`src/rtl/led_serial_capture.sv`:
```
// led_serial_capture: deserializes a 74HC595-style three-wire stream (data, shift clock, store clock) into a WIDTH-bit frame
//   iClk        system clock; it must be at least 2x faster than any phase of the serial clocks
//   iReset_n    synchronous active-low reset
//   iSerData    serial data, sampled on rising edges of iShiftClk
//   iShiftClk   each rising edge shifts one bit into the shift register
//   iStoreClk   each rising edge latches the shift register into oFrame
//   oFrame      last latched frame; the first bit shifted in ends up in bit 0
//   oFrameValid one-cycle pulse when oFrame updates
//   oBitCount   shift edges counted for the latched frame, saturating at WIDTH+1
//   oShortFrame latched frame had fewer than WIDTH shifts
//   oOverrun    latched frame had more than WIDTH shifts
//   oBusy       a frame is being shifted in (state is not IDLE)
module led_serial_capture #(
  parameter int WIDTH       = 256,
  parameter int SYNC_STAGES = 2
) (
  input  logic                       iClk,
  input  logic                       iReset_n,
  input  logic                       iSerData,
  input  logic                       iShiftClk,
  input  logic                       iStoreClk,
  output logic [WIDTH-1:0]           oFrame,
  output logic                       oFrameValid,
  output logic [$clog2(WIDTH)+1:0]   oBitCount,
  output logic                       oShortFrame,
  output logic                       oOverrun,
  output logic                       oBusy
);
  localparam int CW = $clog2(WIDTH) + 2;
  localparam logic [CW-1:0] FULL = CW'(WIDTH);
  localparam logic [CW-1:0] MAX  = CW'(WIDTH + 1);
  typedef enum logic [1:0] {IDLE, SHIFT, OVER} state_t;
  logic [SYNC_STAGES-1:0] r_data_sync, r_shift_sync, r_store_sync, r_settle;
  logic                   r_shift_prev, r_store_prev, r_shift_armed, r_store_armed;
  logic [WIDTH-1:0]       r_sr;
  logic [CW-1:0]          r_count;
  state_t                 r_state, w_next;
  logic                   w_data, w_shift, w_store, w_valid, w_shift_edge, w_store_edge;
  // Data runs through the same number of stages as the clocks so it stays aligned with its shift edge.
  assign w_data  = r_data_sync[SYNC_STAGES-1];
  assign w_shift = r_shift_sync[SYNC_STAGES-1];
  assign w_store = r_store_sync[SYNC_STAGES-1];
  // r_settle marks when the synchronizer outputs hold real samples instead of reset zeros.
  // A clock is armed only after it has been seen low, so a line already high at reset release gives no edge.
  assign w_valid      = r_settle[SYNC_STAGES-1];
  assign w_shift_edge = w_shift & ~r_shift_prev & r_shift_armed;
  assign w_store_edge = w_store & ~r_store_prev & r_store_armed;
  always_ff @(posedge iClk) begin
    if (!iReset_n) begin
      r_data_sync   <= '0;
      r_shift_sync  <= '0;
      r_store_sync  <= '0;
      r_settle      <= '0;
      r_shift_prev  <= 1'b0;
      r_store_prev  <= 1'b0;
      r_shift_armed <= 1'b0;
      r_store_armed <= 1'b0;
    end else begin
      r_data_sync   <= {r_data_sync[SYNC_STAGES-2:0], iSerData};
      r_shift_sync  <= {r_shift_sync[SYNC_STAGES-2:0], iShiftClk};
      r_store_sync  <= {r_store_sync[SYNC_STAGES-2:0], iStoreClk};
      r_settle      <= {r_settle[SYNC_STAGES-2:0], 1'b1};
      r_shift_prev  <= w_shift;
      r_store_prev  <= w_store;
      r_shift_armed <= r_shift_armed | (w_valid & ~w_shift);
      r_store_armed <= r_store_armed | (w_valid & ~w_store);
    end
  end
  // Store reads r_sr and r_count before any same-cycle shift updates them (tied-clock behaviour).
  always_ff @(posedge iClk) begin
    if (!iReset_n) begin
      r_sr        <= '0;
      r_count     <= '0;
      oFrame      <= '0;
      oFrameValid <= 1'b0;
      oBitCount   <= '0;
      oShortFrame <= 1'b0;
      oOverrun    <= 1'b0;
    end else begin
      oFrameValid <= w_store_edge;
      if (w_shift_edge)
        r_sr <= {w_data, r_sr[WIDTH-1:1]};
      if (w_store_edge)
        r_count <= w_shift_edge ? CW'(1) : '0;
      else if (w_shift_edge && r_count != MAX)
        r_count <= r_count + 1'b1;
      if (w_store_edge) begin
        oFrame      <= r_sr;
        oBitCount   <= r_count;
        oShortFrame <= r_count < FULL;
        oOverrun    <= r_count > FULL;
      end
    end
  end
  always_ff @(posedge iClk) begin
    if (!iReset_n)
      r_state <= IDLE;
    else
      r_state <= w_next;
  end
  always_comb begin
    w_next = r_state;
    if (w_store_edge)
      w_next = w_shift_edge ? SHIFT : IDLE;
    else if (w_shift_edge)
      w_next = (r_state == IDLE) ? SHIFT : (r_state == SHIFT && r_count == FULL) ? OVER : r_state;
  end
  always_comb begin
    oBusy = r_state != IDLE;
  end
endmodule

```
`config.mk`:
```
export PLATFORM = sky130hd
export DESIGN_NAME = led_serial_capture
export DESIGN_NICKNAME = d
export VERILOG_FILES = /design/src/rtl/led_serial_capture.sv
export SDC_FILE = /design/constraint.sdc
export NUM_CORES = 1
export LEC_CHECK = 0
export BUFFER_PORTS_ARGS = -buffer_cell sky130_fd_sc_hd__buf_2
export CORE_MARGIN = 8
export CORE_UTILIZATION = 39
export DETAILED_ROUTE_END_ITERATION = 10
export PLACE_DENSITY_LB_ADDON = 0.3
export SETUP_SLACK_MARGIN = 0.15
export SYNTH_ARGS = -nofsm -noshare
export SYNTH_HDL_FRONTEND = slang
export SYNTH_SLANG_ARGS = --single-unit
export TNS_END_PERCENT = 20
```
`constraint.sdc`:
```
create_clock -name iClk -period 1.65 [get_ports iClk]
set_clock_uncertainty 0.1 [all_clocks]
set_input_delay 0.33 -clock iClk [delete_from_list [all_inputs] [get_ports iClk]]
set_output_delay 0.33 -clock iClk [all_outputs]
set_load 0.03 [all_outputs]
```
==> flow_summary.yaml <==
critical_path:
  crit_buf_inv: 1
  cp_top_family: "simple AND/OR/NAND/NOR gates"
  worstPathMaxFanout: 3
  cpPeakStageDelay_ps: 570
  slowest_stage: "or4_4"
  reg2reg_to: "r_count[5]"
  required_ps: 2070
  crit_arrival_ps: 2180
  crit_chain: "or4_4, o31ai_4, buf_4, o31ai_1, a21oi_2"
  reg2regPathDepth: 5
  cp-end-kind: "flip-flop"
  r2r_slack_ps: -110
  cp-start-kind: "flip-flop"
  crit_type: "reg2reg"
  timing.rr.start: "r_count[3]"
yosys:
  synthSimpleGateAreaFrac: 0.210
  synth-xor-area-share: 0.00174
  synth.avg_cell_area_um2: 8.46
  synth.mux.area_fraction: 0.000498
  synth-main-ff-cell: "dfxtp_1"
  yosys-top-cells-area: "dfxtp_1 55%, nand2_1 20%, a21boi_0 19%"
  syn-num-nets: 2386
  synth_seq_cells: 549
  synth_commonest_cells: "1049 x nand2_1, 549 x dfxtp_1, 522 x a21boi_0"
  synth-warning-count: 0
  synth_fa_ha_area_frac: 0.00187
  synth_sequential_area_ratio: 0.547
  synth_top_family_by_area: "simple AND/OR/NAND/NOR gates"
  yosys.area.top_type_share: 0.547
  synth.distinct_cells: 38
  post-synth-top-count-cell: "nand2_1"
  synthArstFlopShare: 0
  synth_top_area_cell: "dfxtp_1"
  synth-edff-count: 0
  netlist_area_um2: 20100
  synth-compound-area-share: 0.203
  synthCells: 2378
clocking:
  cts.sink_count: 549
  root_buffer: "clkbuf_16"
  cts.htree.levels: 2
  insertion_delay_ps: 600
  clockBufferDepth: 3
  cts_tree: "done"
  clkTransAtPathRegs_ps: 60
  cts_buffers: 57
drt:
  route.detailed.drc: 0
  firstDrtPassIters: 5
  via_count: 17400
  avgRoutedWirePerCell_um: 17.8
  drt_iter0_markers: 1129
  routed_wl_um: 61800
  ant_nets: 0
  routed_via_density: 5.01
global_route:
  grt_max_degree: 111
  antenna_found_initial: 1
  grt_overflow: 0
  grt_pass1_vias: 16000
  grt_pass1_wl_um: 84900
  grt_usage: 0.169
power:
  p_total_mw: 27.2
  vdd_drop_max_mv: 0.824
  power.leakage_nw: 11.7
  power.density_nw_per_um2: 905
placement:
  placed_cell_area_um2: 22600
  place_ws_ps: -40.2
  dp_hpwl_um: 32400
  port_buffers: 274
  gp_routability_congestion: 0.783
die:
  rows: 83
  initial_utilization: 0.393
  core_um2: 51200
  io_pins: 275
  fp.dieH_um: 243
  die_area_um2: 59100
  die_w_um: 243
finish:
  postLayoutCoreUtil: 0.587
  multi_input_area_um2: 9560
  syn_to_final_growth_pct: 49.4
  finalInstanceArea_um2: 30100
  fill_cells: 4129
  seqCellArea_um2: 11400
  drive_gt1_frac: 0.388
  nets: 2742
sta:
  finalCriticalPeriod_ps: 1760
  drv_slew: 0
  tightest_slew_ps: 430
  fin_hold_ws_ps: 329
  rsz0062_at_grt: "yes"
  slew_headroom: 0.712
  setup_viol: 5
  setup_slack_ps: -105
  max_freq_ghz: 0.570
  hold_viol_final: 0
  fin_crit_sh: 1.06
min_path:
  hold_depth: 1
  min_to: "r_settle[1]"
  hp-class: "reg2reg"
  worstHoldStart: "r_settle[0]"
outcome:
  failed_checks: "negative setup slack"
  status: "finished with violations"
flow_run:
  drv_cap: 0
worst max-delay path by stage:
stage	startpoint	to	slack (ps)	cells after the start
floorplan	r_count[5]	r_count[1]	40	4
global placement	r_count[5]	r_count[1]	-9	4
detailed placement	r_count[5]	r_count[1]	-40	4
CTS	r_state[0]	oBusy	-130	2
global route	r_count[1]	r_count[5]	-160	7
finish	r_count[3]	r_count[5]	-110	5
per-layer routing:
| metal | routed length, um | GRT usage | vias up |
|---|---|---|---|
| li1 | - | - | 8404 |
| met4 | 1300 | 0.0517 | 0 |
| met3 | 3160 | 0.0395 | 89 |
| met5 | 0 | 0 | - |
| met1 | 26600 | 0.215 | 8428 |
| met2 | 30700 | 0.282 | 440 |
area by class of cell:
| cell class | count | share of cell area |
|---|---|---|
| Sequential cell | 549 | 0.378 |
| Multi-Input combinational cell | 1648 | 0.318 |
| Timing Repair Buffer | 475 | 0.211 |
| Clock buffer | 87 | 0.0580 |
| Tap cell | 680 | 0.0283 |
| Clock inverter | 19 | 0.00629 |
| Inverter | 3 | 0.000458 |
| Antenna cell | 1 | 0.0000833 |
worst reg2reg max path, cell delays in order, from the launching register on:
cell and delay [ps]:
dfxtp_2 330, or4_4 570, o31ai_4 230, buf_4 160, o31ai_1 110, a21oi_2 180
state kept, by name (all words and copies together) (netlist names):
signal	flops
r_shift_armed	1
r_store_sync	2
oBitCount	10
oOverrun	1
oFrameValid	1
r_shift_prev	1
r_sr	256
r_data_sync	2
oFrame	256
r_shift_sync	2
r_state	2
r_store_armed	1
r_settle	2
r_count	10
r_store_prev	1
oShortFrame	1
where the power goes:
group / total [mW] / internal, mW / switching [mW]
clock network: 13.1 / 7.73 / 5.35
registers: 13.3 / 13.3 / 0.00981
logic: 0.848 / 0.437 / 0.411
total: 27.2 / 21.4 / 5.77
through the flow:
step                      TNS (ps)  instances
after detailed placement     -92.6       3226
after global routing          -769       3462
after global placement       -9.01       3226
after floorplan                  0       2378
after CTS                     -173       3371
final                         -355       3462
cells in the final DEF (no fill, tap or decap), drive strengths merged, types with 2 or more instances in the layout:
cell and count:
o21a 4, buf 425, dfxtp 549, a21boi 522, clkbuf 128, nand4 4, dlygate4sd3 6, a21oi 8
nand3b 4, xor2 3, inv 4, clkinvlp 3, or4 4, nand2 1049, bufinv 3, clkinv 12
nor2b 3, or2 2, o31ai 4, nor2 7, ha 3, o21ai 2, bufbuf 3, nand3 5
and2 10
cells by family after synthesis:
family	Yosys count
mux	1
simple gates	1096
buf+inv	181
xor+xnor	4
compound gates	544
fa+ha+maj	3
flops	549
what timing repair did:
item | CTS | global route
endpoints found under the hold margin | 11 | 0
setup buffers | 27 | 36
resized for setup | 837 | 566
hold buffers | 6 | 0
setup endpoints to repair | 689 | 782
cloned | 6 | 54
pin swaps | 14 | 228
(Power assumes the default switching activity.)
